<file path="src/rtl/select_sequencer.sv">
// select_sequencer: scans a 2-to-4 decoder select pair {s1,s0} across channels,
// holding each channel for dwell+1 cycles, with stop/step/resume control.
// Optional feature macro: SELECT_SEQ_SKIP_EN adds skip_mask[3:0] to drop channels
// from the scan; an all-ones mask disables the sequencer.
module select_sequencer #(
    parameter int unsigned DWELL_W = 8
) (
    input  logic               clk,
    input  logic               rst,
    input  logic               start,
    input  logic               stop,
    input  logic               step,
    input  logic [DWELL_W-1:0] dwell,
`ifdef SELECT_SEQ_SKIP_EN
    input  logic [3:0]         skip_mask,
`endif
    output logic               s0,
    output logic               s1,
    output logic               valid,
    output logic               wrap,
    output logic               busy
);

    localparam int unsigned CH_W   = 2;
    localparam int unsigned N_CH   = 4;

    typedef enum logic [1:0] {
        ST_IDLE  = 2'd0,
        ST_RUN   = 2'd1,
        ST_PAUSE = 2'd2
    } state_t;

    state_t             r_state;
    logic [CH_W-1:0]    r_chan;
    logic [DWELL_W-1:0] r_cnt;
    logic               r_valid;
    logic               r_wrap;
    logic               r_busy;

    state_t             w_state_nxt;
    logic [CH_W-1:0]    w_chan_nxt;
    logic [DWELL_W-1:0] w_cnt_nxt;
    logic               w_valid_nxt;
    logic               w_wrap_nxt;
    logic               w_busy_nxt;

    logic [N_CH-1:0]    w_mask;
    logic               w_all_skip;
    logic [CH_W-1:0]    w_first_chan;
    logic [CH_W-1:0]    w_adv_chan;
    logic               w_adv_wrap;

    // Lowest channel not masked off (0 when every channel is masked).
    function automatic logic [CH_W-1:0] first_en(input logic [N_CH-1:0] mask);
        logic [CH_W-1:0] res;
        logic [CH_W-1:0] cand;
        logic            found;
        res   = '0;
        found = 1'b0;
        for (int k = 0; k < int'(N_CH); k++) begin
            cand = CH_W'(k);
            if (!found && !mask[cand]) begin
                res   = cand;
                found = 1'b1;
            end
        end
        return res;
    endfunction

    // Next enabled channel after cur in ascending wrap-around order.
    function automatic logic [CH_W-1:0] next_en(input logic [CH_W-1:0] cur,
                                                input logic [N_CH-1:0] mask);
        logic [CH_W-1:0] res;
        logic [CH_W-1:0] cand;
        logic            found;
        res   = cur;
        found = 1'b0;
        for (int k = 1; k <= int'(N_CH); k++) begin
            cand = CH_W'(int'(cur) + k);
            if (!found && !mask[cand]) begin
                res   = cand;
                found = 1'b1;
            end
        end
        return res;
    endfunction

`ifdef SELECT_SEQ_SKIP_EN
    assign w_mask = skip_mask;
`else
    assign w_mask = 4'b0000;
`endif

    assign w_all_skip   = &w_mask;
    assign w_first_chan = first_en(w_mask);
    assign w_adv_chan   = next_en(r_chan, w_mask);
    assign w_adv_wrap   = (w_adv_chan <= r_chan);

    // Next-state and next-output computation.
    always_comb begin
        w_state_nxt = r_state;
        w_chan_nxt  = r_chan;
        w_cnt_nxt   = r_cnt;
        w_valid_nxt = r_valid;
        w_wrap_nxt  = 1'b0;

        unique case (r_state)
            ST_IDLE: begin
                if (start && !w_all_skip) begin
                    w_state_nxt = ST_RUN;
                    w_chan_nxt  = w_first_chan;
                    w_cnt_nxt   = dwell;
                    w_valid_nxt = 1'b1;
                end
            end
            ST_RUN: begin
                if (w_all_skip) begin
                    w_state_nxt = ST_IDLE;
                    w_chan_nxt  = '0;
                    w_cnt_nxt   = '0;
                    w_valid_nxt = 1'b0;
                end else if (stop) begin
                    w_state_nxt = ST_PAUSE;
                end else if (r_cnt != '0) begin
                    w_cnt_nxt = r_cnt - DWELL_W'(1);
                end else begin
                    w_chan_nxt = w_adv_chan;
                    w_cnt_nxt  = dwell;
                    w_wrap_nxt = w_adv_wrap;
                end
            end
            ST_PAUSE: begin
                if (w_all_skip) begin
                    w_state_nxt = ST_IDLE;
                    w_chan_nxt  = '0;
                    w_cnt_nxt   = '0;
                    w_valid_nxt = 1'b0;
                end else if (stop) begin
                    w_state_nxt = ST_PAUSE;
                end else if (start) begin
                    w_state_nxt = ST_RUN;
                end else if (step) begin
                    w_chan_nxt = w_adv_chan;
                    w_cnt_nxt  = dwell;
                    w_wrap_nxt = w_adv_wrap;
                end
            end
            default: begin
                w_state_nxt = ST_IDLE;
                w_chan_nxt  = '0;
                w_cnt_nxt   = '0;
                w_valid_nxt = 1'b0;
            end
        endcase

        w_busy_nxt = (w_state_nxt != ST_IDLE);
    end

    // State and registered outputs; synchronous reset overrides everything.
    always_ff @(posedge clk) begin
        if (rst) begin
            r_state <= ST_IDLE;
            r_chan  <= '0;
            r_cnt   <= '0;
            r_valid <= 1'b0;
            r_wrap  <= 1'b0;
            r_busy  <= 1'b0;
        end else begin
            r_state <= w_state_nxt;
            r_chan  <= w_chan_nxt;
            r_cnt   <= w_cnt_nxt;
            r_valid <= w_valid_nxt;
            r_wrap  <= w_wrap_nxt;
            r_busy  <= w_busy_nxt;
        end
    end

    assign s0    = r_chan[0];
    assign s1    = r_chan[1];
    assign valid = r_valid;
    assign wrap  = r_wrap;
    assign busy  = r_busy;

endmodule

</file>
<file path="config.mk">
export PLATFORM = sky130hd
export DESIGN_NAME = select_sequencer
export DESIGN_NICKNAME = d
export VERILOG_FILES = /design/src/rtl/select_sequencer.sv
export SDC_FILE = /design/constraint.sdc
export NUM_CORES = 1
export LEC_CHECK = 0
export ABC_AREA = 1
export BUFFER_PORTS_ARGS = -buffer_cell sky130_fd_sc_hd__buf_2
export CORE_MARGIN = 8
export CORE_UTILIZATION = 50
export DETAILED_ROUTE_END_ITERATION = 8
export GPL_TIMING_DRIVEN = 1
export PLACE_DENSITY = 0.72
export REMOVE_ABC_BUFFERS = 1
export SYNTH_ARGS = -nofsm -noshare
export SYNTH_HDL_FRONTEND = slang
export SYNTH_SLANG_ARGS = --single-unit
</file>
<file path="constraint.sdc">
create_clock -name clk -period 2.5 [get_ports clk]
set_input_delay 0.5 -clock clk [delete_from_list [all_inputs] [get_ports clk]]
set_output_delay 0.5 -clock clk [all_outputs]
set_load 0.1 [all_outputs]
</file>
# Word-level counts from Yosys, hierarchy flattened
# Index checks and enable logic that the tools add are counted.
[totals] register_bits=15 wordCells=81 in_bits=13
[op_classes] eq_ne=8 mux=41 n_lt_le_gt_ge=5 addsub=5 n_reduce_logical=15 bitwise=1
[op_table] cell="$mux 8" n=6
[op_table] cell="$mux 2" n=13
[op_table] cell="$pmux 8 s3" n=1
[op_table] cell="$mux 1" n=13
[op_table] cell="$lt 2x3->1 const B" n=4
[op_table] cell="$ne 2x2->1 const B" n=6
[op_table] cell="$pmux 2 s3" n=2
[op_table] cell="$bmux 1 s2" n=4
[op_table] cell="$reduce_bool 8->1" n=1
[op_table] cell="$sub 8x1->8 const B" n=1
[op_table] cell="$reduce_and 6->1" n=1
[op_table] cell="$logic_not 1->1" n=5
[op_table] cell="$reduce_and 5->1" n=1
[op_table] cell="$add 2x1->2 const B" n=2
[op_table] cell="$add 2x2->2 const B" n=2
[op_table] cell="$pmux 1 s2" n=2
[op_table] cell="$logic_and 1x1->1" n=3
[op_table] cell="$eq 2x1->1 const B" n=1
[op_table] cell="$eq 2x2->1 const B" n=1
[op_table] cell="$le 2x2->1" n=1
[op_table] cell="$logic_not 2->1" n=1
[op_table] cell="$reduce_and 2->1" n=1
[op_table] cell="$reduce_bool 2->1" n=1
[op_table] cell="$reduce_or 2->1" n=1
[op_table] cell="$not 1->1" n=1

# Depth between registers and ports, before layout
[logic_depth] ltp_word=17 ltp_mapped=11 depth_no_buf=11

# Least setup slack after synthesis
# OpenSTA, ideal clock, no wires.
[synth_timing] path_type="reg2reg" from="register r_chan[0]" to="register r_chan[1]" setup_ns=0.143 path_slack_ns=0.908 path_stages_with_launch=4 synth_period_minus_slack_ns=1.592 t_required_ns=2.357 arrival_ns=1.450 path_cell_list="dfxtp_1 -> ha_1 -> nand3_1 -> a21oi_1"
[synth_between] elab_chain_len=16 elab_cells_between_ends=33 cone_classes="4 x add/sub; 21 x mux; 8 x reduce/logical"
[synth_lines] element="start, declared" line_no="34" text="logic [CH_W-1:0] r_chan;"
[synth_lines] element="start signal, assigned" line_no="170" text="r_chan <= w_chan_nxt;"
[synth_lines] element="$add 2x2->2" line_no="79" text="cand = CH_W'(int'(cur) + k);"
[synth_lines] element="$bmux 1 s2" line_no="80" text="if (!found && !mask[cand]) begin"
[synth_lines] element="$mux 1 (implied by the code)" line_no="80"
[synth_lines] element="$logic_not 1->1" line_no="80"
[synth_lines] element="$logic_and 1x1->1" line_no="80"
[synth_lines] element="$mux 1" line_no="80"
[synth_lines] element="$logic_not 1->1" line_no="80"
[synth_lines] element="$logic_and 1x1->1" line_no="80"
[synth_lines] element="$mux 1" line_no="80"
[synth_lines] element="$logic_not 1->1" line_no="80"
[synth_lines] element="$logic_and 1x1->1" line_no="80"
[synth_lines] element="$mux 2 *" line_no="80"
[synth_lines] element="$mux 2" line_no="142" text="end else if (step) begin"
[synth_lines] element="$mux 2" line_no="140" text="end else if (start) begin"
[synth_lines] element="$mux 2" line_no="138" text="end else if (stop) begin"
[synth_lines] element="$pmux 2 s3 *" line_no="107" text="unique case (r_state)"
# Every way passes the cells marked *; elsewhere a longest branch is shown, timed or not. The select of a mux whose other input is x is not followed.
# A chain may end at the register's enable or synchronous reset.

# Final worst setup path
[layout_timing] from="register r_state[0]" to="register r_cnt[1]"
[layout_between] elab_chain_len=3 elab_cells_between_ends=10 cone_classes="7 x eq/ne; 1 x mux; 2 x reduce/logical"
[layout_lines] element="start, declared" line_no="33" text="state_t r_state;"
[layout_lines] element="start signal, assigned" line_no="169" text="r_state <= w_state_nxt;"
[layout_lines] element="$eq 2x2->1 (tied with other cells)" line_no="107"
[layout_lines] element="$ne 2x2->1 (no line)"
[layout_lines] element="$reduce_and 5->1 (no line)"
[layout_lines] element="end signal, assigned" line_no="171" text="r_cnt <= w_cnt_nxt;"
[layout_lines] element="end, declared" line_no="35" text="logic [DWELL_W-1:0] r_cnt;"
# Parallel ways exist; a longest one is shown, timed or not.

==> results.cfg <==
[run_status]
status = completed

[finish]
layout-drive-gt1-share_pct = 21.2
antenna-diode-count = 0
area.growth.synth_to_final_pct = 13.9
fin_nets = 204
finalNonFillerCells = 211
final_util_pct = 60.2

[drt]
routed_wl_um = 2370
vias_per_cell = 4.93
postRouteAntennaNets = 0
dr_total_vias = 1041
post_drt_wl_per_cell_um = 11.3
first_pass_iters = 4
drcViolationCount = 0
drt_iter0_markers = 32

[setup_path]
crit_fanout = 10
worstSetupEndpointType = flip-flop
crit_required_ps = 2730
critPathLaunchType = flip-flop
critical_path.startpoint = r_state[0]
path_class = flip-flop to flip-flop
reg2regPathDepth = 11
timing.rr.start = r_state[0]
cp.arrival_ps = 1940

[clocking]
clockRootBuffer = clkbuf_4
cts.sink_count = 15
h-tree-depth = 1
cts_setup_buffers = 0
cts_hold_buf = 0
cts_resized = 0
clk_latency_ps = 290
clockBufferDepth = 2
cts_made_buffers = 3
cts_tree = built
clk_pin_slew_ps = 90

[place]
gp_congestion = 0.814
numPortBuffers = 17
dp.cells = 207
hpwl_um = 1860

[synthesis]
synth_top_area_share_pct = 29.2
syn-mean-instance-area_um2 = 6.26
synthCells = 164
ys_ff_latch = 15
yosysSeqAreaShare_pct = 29.2
async_flop_share_pct = 0
synth_warnings = 0
netlist_area_mm2 = 0.00103
ys_top_cells_by_area = dfxtp_1 29%, nand2_1 19%, inv_1 9.1%
synth_edf_count = 0
synth_top_flop_cell = dfxtp_1
synth.distinct_cells = 20
netlist.top_cell.by_area = dfxtp_1

[timing]
period_needed_ps = 1710
setup_tns_ps = 0
max_freq_mhz = 585
hold_viol = 0
relSlewSlack_pct = 67.7
clock_skew_ps = 2.55
tightest_slew_ps = 489
drv_slew = 0
period_share_pct = 68.4
finalSetupViolCount = 0
rsz0062_at_grt = false

[worst_hold_path]
min_path_cells = 2
min_from = r_cnt[0]
hold_path.class = flip-flop to flip-flop

[global_route]
track_usage_pct = 14.0
antenna_found_initial = 0
grt_pass1_wl_um = 3990
grt_max_degree = 12
grt_pass1_vias = 946
gr-total-overflow = 0

[floorplanning]
die_w_um = 61.3
die_h_um = 61.3
io_pins = 18
initial_core_util_pct = 52.9
row_count = 16
dieArea_mm2 = 0.00376
core_mm2 = 0.00194

[run]
drv_cap = 0

[pwr]
p_per_area_mw_per_mm2 = 921
max-vdd-ir-drop_mv = 0.668
p_leak_uw = 0.000611
-- cell usage after synthesis (2+ instances only) --
cell and count:
nand2_1 52, inv_1 25, nor2_1 21, dfxtp_1 15
a21oi_2 7, nand3_1 7, a21oi_1 6, ha_1 6
o21ai_0 6, nor2_2 4, inv_2 3, a211oi_1 2
nand2_4 2, nand4_1 2
-- power breakdown --
part	internal (uW)	switching (uW)	total, uW
logic	180	427	608
registers	286	40.4	327
clock network	59.5	84.2	144
-- layout make-up --
class                   count  area [um^2]
fillers                   208          772
multi-input cells         120          618
flip-flops and latches     15          300
inverters                  28          105
repair buffers             17         85.1
well taps                  27         33.8
clock buffers               3         22.5
clock inverters             1         5.00
-- worst max-delay path, cell delays in order, from the launching register on --
cell and delay, ps:
dfxtp_1 410, inv_1 90, ha_1 230, inv_1 100, nor2_1 60, nor2_1 190, nand2_4 130, inv_2 80
nand2_2 50, inv_2 110, nand2_1 80, a21oi_2 120
-- per-layer routing --
| layer | vias up | GRT usage, % | wire length (um) |
|---|---|---|---|
| met3 | 4 | 3.97 | 157 |
| met1 | 469 | 17.3 | 1140 |
| li1 | 545 | - | - |
| met2 | 23 | 21.8 | 1040 |
| met5 | - | 0 | 0 |
| met4 | 0 | 6.64 | 31 |
-- sequential cells by signal, summed over array words and instances, names as in the netlist --
name     cells
busy         1
r_chan       2
r_cnt        8
r_state      2
valid        1
wrap         1
-- placed cells by master, fill, tap and decap left out --
master,instances
nor3_1,1
inv_2,3
clkinv_2,1
a21oi_1,6
inv_1,25
nand2_2,1
dfxtp_1,15
a211oi_1,2
nor2_1,21
a21oi_2,7
xnor2_1,1
nand2_1,52
ha_1,6
buf_2,17
clkbuf_4,3
nand3_1,7
a21boi_0,1
nand4_1,2
nor2_2,4
o21ai_0,6
nand3_2,1
nand2_4,2
-- final timing paths --
kind,endpoint,slack [ps]
setup / recovery,r_cnt[1],790
hold / removal,r_cnt[0],480
setup reg to reg,r_cnt[1],790
hold reg to reg,r_cnt[0],480
-- stage by stage --
step	instance area [um^2]	hold slack, ps	total power [uW]	setup WS (ps)
4_1_cts	1170	482	1080	782
2_1_floorplan	1020	450	815	932
3_3_place_gp	1140	467	918	892
3_5_place_dp	1140	466	931	813
6_report	1170	483	1080	790
5_1_grt	1170	505	1170	663
-- logic make-up (layout without fill, tap and decap cells) --
logic type,Yosys count,count (layout),share of synthesized area [%]
XOR/XNOR,1,1,0.853
adder cells (fa/ha/maj),6,6,7.31
buffers and inverters,29,49,10.6
AO/OA/AOI/OAI,22,22,14.0
flip-flops,15,15,29.2
AND/OR/NAND/NOR,91,91,38.0
Power figures use the tool's default switching activity.
